**config.mk**
```make
export PLATFORM = sky130hd
export DESIGN_NAME = fifo_rd_packer
export DESIGN_NICKNAME = d
export VERILOG_FILES = /design/src/rtl/fifo_rd_packer.sv
export SDC_FILE = /design/constraint.sdc
export NUM_CORES = 1
export LEC_CHECK = 0
export ABC_AREA = 0
export CORE_MARGIN = 1.5
export CORE_UTILIZATION = 40
export DETAILED_ROUTE_END_ITERATION = 7
export PLACE_DENSITY = 0.67
export RECOVER_POWER = 25
export SLEW_MARGIN = 25
export SYNTH_ARGS = -nofsm -noshare
export SYNTH_HDL_FRONTEND = slang
export SYNTH_SLANG_ARGS = --single-unit
```
**constraint.sdc**
```tcl
create_clock -name rclk -period 5 [get_ports rclk]
set_clock_uncertainty 0.2 [all_clocks]
set_input_delay 1.25 -clock rclk [delete_from_list [all_inputs] [get_ports rclk]]
set_output_delay 1.25 -clock rclk [all_outputs]
set_load 0.03 [all_outputs]
```
**src/rtl/fifo_rd_packer.sv**
```systemverilog
// Read-side FIFO consumer: packs LANES show-ahead bytes into one word on a
// valid/ready stream, flushing a partial word after TIMEOUT idle cycles.

module fifo_rd_packer_lane #(
  parameter int DSIZE = 8
) (
  input  logic             rclk,
  input  logic             rrst_n,
  input  logic             wr,
  input  logic [DSIZE-1:0] din,
  input  logic             keep,
  output logic [DSIZE-1:0] out_byte
);
  logic [DSIZE-1:0] acc_q, acc_d;

  always_comb begin
    acc_d = acc_q;
    if (wr) acc_d = din;
  end

  always_ff @(posedge rclk or negedge rrst_n) begin
    if (!rrst_n) acc_q <= '0;
    else         acc_q <= acc_d;
  end

  // Unfilled lanes still hold stale bytes from earlier words; mask them out.
  assign out_byte = keep ? acc_q : '0;
endmodule

module fifo_rd_packer #(
  parameter int DSIZE   = 8,
  parameter int LANES   = 2,
  parameter int TIMEOUT = 8
) (
  input  logic                   rclk,
  input  logic                   rrst_n,
  input  logic                   rempty,
  input  logic [DSIZE-1:0]       rdata,
  output logic                   rinc,
  output logic [DSIZE*LANES-1:0] out_data,
  output logic [LANES-1:0]       out_keep,
  output logic                   out_valid,
  input  logic                   out_ready
);
  localparam int              CW   = $clog2(LANES + 1);
  localparam logic [CW-1:0]   FULL = CW'(LANES);
  localparam logic [7:0]      TMO  = 8'(TIMEOUT);

  logic [CW-1:0]                 acc_cnt_q, acc_cnt_d;
  logic [DSIZE*LANES-1:0]        out_data_q, out_data_d;
  logic [LANES-1:0]              out_keep_q, out_keep_d;
  logic                          out_valid_q, out_valid_d;
  logic [7:0]                    idle_q, idle_d;
  logic                          run_q, run_d;

  logic                          slot_free, full, tmo, load, pop;
  logic [CW-1:0]                 wr_idx;
  logic [LANES-1:0]              lane_wr, lane_keep;
  logic [LANES-1:0][DSIZE-1:0]   lane_out;

  genvar i;
  generate
    for (i = 0; i < LANES; i++) begin : g_lane
      assign lane_wr[i]   = pop && (wr_idx == CW'(i));
      assign lane_keep[i] = acc_cnt_q > CW'(i);
      fifo_rd_packer_lane #(.DSIZE(DSIZE)) u_lane (
        .rclk     (rclk),
        .rrst_n   (rrst_n),
        .wr       (lane_wr[i]),
        .din      (rdata),
        .keep     (lane_keep[i]),
        .out_byte (lane_out[i])
      );
    end
  endgenerate

  always_comb begin
    slot_free = !out_valid_q | out_ready;
    full      = (acc_cnt_q == FULL);
    tmo       = (TIMEOUT != 0) && (acc_cnt_q != '0) && (idle_q == TMO);
    load      = slot_free & (full | tmo);
    // rrst_n is gated in so the pop strobe drops the instant reset asserts.
    rinc      = run_q & rrst_n & !rempty & (!full | load);
    pop       = rinc;
    wr_idx    = load ? '0 : acc_cnt_q;

    run_d       = 1'b1;
    out_data_d  = out_data_q;
    out_keep_d  = out_keep_q;
    out_valid_d = out_valid_q;
    acc_cnt_d   = acc_cnt_q;
    idle_d      = idle_q;

    if (load) begin
      out_data_d  = lane_out;
      out_keep_d  = lane_keep;
      out_valid_d = 1'b1;
    end else if (out_ready) begin
      out_valid_d = 1'b0;
    end

    if (load && pop)  acc_cnt_d = CW'(1);
    else if (load)    acc_cnt_d = '0;
    else if (pop)     acc_cnt_d = acc_cnt_q + CW'(1);

    if (pop || load || acc_cnt_q == '0) idle_d = '0;
    else if (idle_q < TMO)              idle_d = idle_q + 8'd1;
  end

  always_ff @(posedge rclk or negedge rrst_n) begin
    if (!rrst_n) begin
      run_q       <= 1'b0;
      acc_cnt_q   <= '0;
      out_data_q  <= '0;
      out_keep_q  <= '0;
      out_valid_q <= 1'b0;
      idle_q      <= '0;
    end else begin
      run_q       <= run_d;
      acc_cnt_q   <= acc_cnt_d;
      out_data_q  <= out_data_d;
      out_keep_q  <= out_keep_d;
      out_valid_q <= out_valid_d;
      idle_q      <= idle_d;
    end
  end

  assign out_data  = out_data_q;
  assign out_keep  = out_keep_q;
  assign out_valid = out_valid_q;
endmodule

```
==> metrics.cfg <==
[cells_and_area]
diodes = 0
regArea_um2 = 1150
instances_no_fill = 274
num-nets-final = 224
nFillCells = 440
multi_input_area_um2 = 776
final_core_util_pct = 52.3
drive_gt1_share_pct = 15.9
area_growth_pct = 25.5

[placed_design]
dp_hpwl_mm = 2.59
dp_cells = 267
dp_slack_ns = 0.722
port-buffer-count = 31
gp_congestion = 0.810

[timing]
worstMarginPinSlew_ns = 2.43
hold_viol = 0
setup_violations = 0
finalCriticalPeriod_ns = 4.28
rsz0062_at_grt = no
fmax_mhz = 234
finalWorstSetupSlack_ns = 0.718
slew_headroom_pct = -61.9
maxSlewViolCount = 47
finalCritPeriodShare_pct = 85.6
setup_tns_ns = 0

[critical_path]
path_max_fanout = 4
path_cells = clkdlybuf4s50_1 -> and3b_2 -> nand2_1 -> inv_1 -> clkdlybuf4s50_1
slowest_delay_ns = 0.67
r2r-start = out_valid
crit_end = rinc
arrival_ns = 2.83
crit_type = in -> out
r2r_cells = 4
required_ns = 3.55
crit_path_frequent_cell = clkdlybuf4s50_1
endpoint_kind = output pin
reg2reg_slack_ns = 2.59
cp-start-kind = primary input
worstSetupStartpoint = rempty
cp_slowest_cell = clkdlybuf4s50_1
timing.rr.end = g_lane[0].u_lane.acc_q[6]

[synthesis]
postSynthCellCount = 171
avgSynthCellArea_um2 = 11.5
netlist_area_um2 = 1970
synthTopCellsByArea = dfrtp_1, mux2_2, o21ai_0
yosysWarnings = 0
synth_top_cell_by_area = dfrtp_1
synth_commonest_cells = dfrtp_1, o21ai_0, mux2_2, nand2_1, nand2b_1
yosysUniqueCellTypes = 31
ys_seq_area_share_pct = 58.4
synth_edf_count = 0
async_flop_share_pct = 100
synth_nets = 188
synth.top_cell.area_share_pct = 58.4
synth_most_common_cell = dfrtp_1
ys_ff_latch = 46
synthFlopType = dfrtp_1

[die]
die_area_um2 = 5360
rows = 25
core_area_um2 = 4720
io_pins = 32
start_util_pct = 41.7
fp.dieW_um = 73.2
die_h_um = 73.2

[detailed_routing]
drt_iter0_markers = 83
dr.pass1.iters = 4
via_per_inst = 4.92
final_antenna_net_count = 0
drc = 0
routed_wl_mm = 3.93
wire_per_inst_um = 14.4
num_vias = 1347

[run]
drv_cap = 1

[power]
p_leak_nw = 1.07
power_density_nw_per_um2 = 597
peakVddDrop_mv = 0.278

[global_routing]
grt_max_degree = 47
grt_usage_pct = 16.7
grt_pass1_vias = 1284
grt_overflow = 0
grt_pass1_wl_mm = 6.51
antenna_found_initial = 0

[clock_tree]
cts_tree = done
ctsHoldBuffers = 0
clock_latency_ns = 0.30
clock_path_buffers = 2
cts.clk_slew.worst_paths_ns = 0.08
clock_sinks = 46
cts_resized = 0
htreeDepth = 2
numCtsBuffers = 5
cts-root-buf = clkbuf_8
post_cts_buffers = 0

[hold_path]
min_from = idle_q[7]
hp-class = reg -> reg

[run_status]
status = complete, but fails checks
violations = max-capacitance violations, max-slew violations

report_power, final:
group	internal, mW	switching (mW)
clock network	0.160	0.120
registers	0.516	0.0824
logic	0.262	0.335
total	0.938	0.538
per-layer routing:
layer / vias to the layer above / wire length, µm / track usage (%)
met3: 5 / 126 / 5.39
met5: - / 0 / 0
met2: 22 / 1860 / 25.3
met1: 661 / 1880 / 22.5
li1: 659 / - / -
met4: 0 / 69 / 5.87
state kept, by name, summed over array words and instances (netlist names):
register / cells
idle_q: 8
g_lane.u_lane.acc_q: 16
run_q: 1
out_data: 16
acc_cnt_q: 2
out_valid: 1
out_keep: 2
area by class of cell:
class / instances / share of cell area [%]
clock buffer: 6 / 3.34
clock inverter: 1 / 1.21
inverter: 5 / 0.759
multi-input combinational: 114 / 31.4
sequential: 46 / 46.6
tap: 67 / 3.39
timing repair buffer: 35 / 13.4
cells by family (layout without fill, tap and decap cells):
logic type / count (synthesis) / in the layout / share of synthesized area (%)
buffers and inverters: 11 / 47 / 2.22
XOR/XNOR: 3 / 3 / 1.33
AO/OA/AOI/OAI: 47 / 47 / 13.0
other: 1 / 1 / 0.190
AND/OR/NAND/NOR: 41 / 41 / 12.0
flip-flops: 46 / 46 / 58.4
adder cells (fa/ha/maj): 5 / 5 / 3.17
multiplexers: 17 / 17 / 9.71
layout by cell type, fill, tap and decap left out, types with 4 or more instances in the layout:
cell type	n
dfrtp_1	46
o21ai_0	36
clkdlybuf4s50_1	30
mux2_2	17
nand2_1	12
nand2b_1	9
nor2_1	6
a21oi_1	6
clkbuf_8	6
inv_1	5
ha_1	5
and2_1	4
worst max-delay path, delay by kind of cell:
| kind | cells | cell delay, ns |
|---|---|---|
| buffers and inverters | 3 | 1.18 |
| and+or+nand+nor | 2 | 0.40 |
worst min path at each step:
stage / cells after the start / slack [ns] / to
after floorplan: 1 / 0.24 / idle_q[6]
after global placement: 1 / 0.26 / idle_q[7]
after detailed placement: 1 / 0.26 / idle_q[7]
after CTS: 1 / 0.29 / idle_q[7]
after global routing: 1 / 0.30 / idle_q[4]
final: 1 / 0.28 / idle_q[7]
stage by stage:
step / power, mW / hold slack, ns / area, µm²
floorplan: 0.977 / 0.244 / 1970
global placement: 1.20 / 0.264 / 2360
detailed placement: 1.21 / 0.264 / 2360
CTS: 1.50 / 0.288 / 2480
global route: 1.58 / 0.301 / 2470
finish: 1.48 / 0.283 / 2470
(Power assumes the default switching activity.)
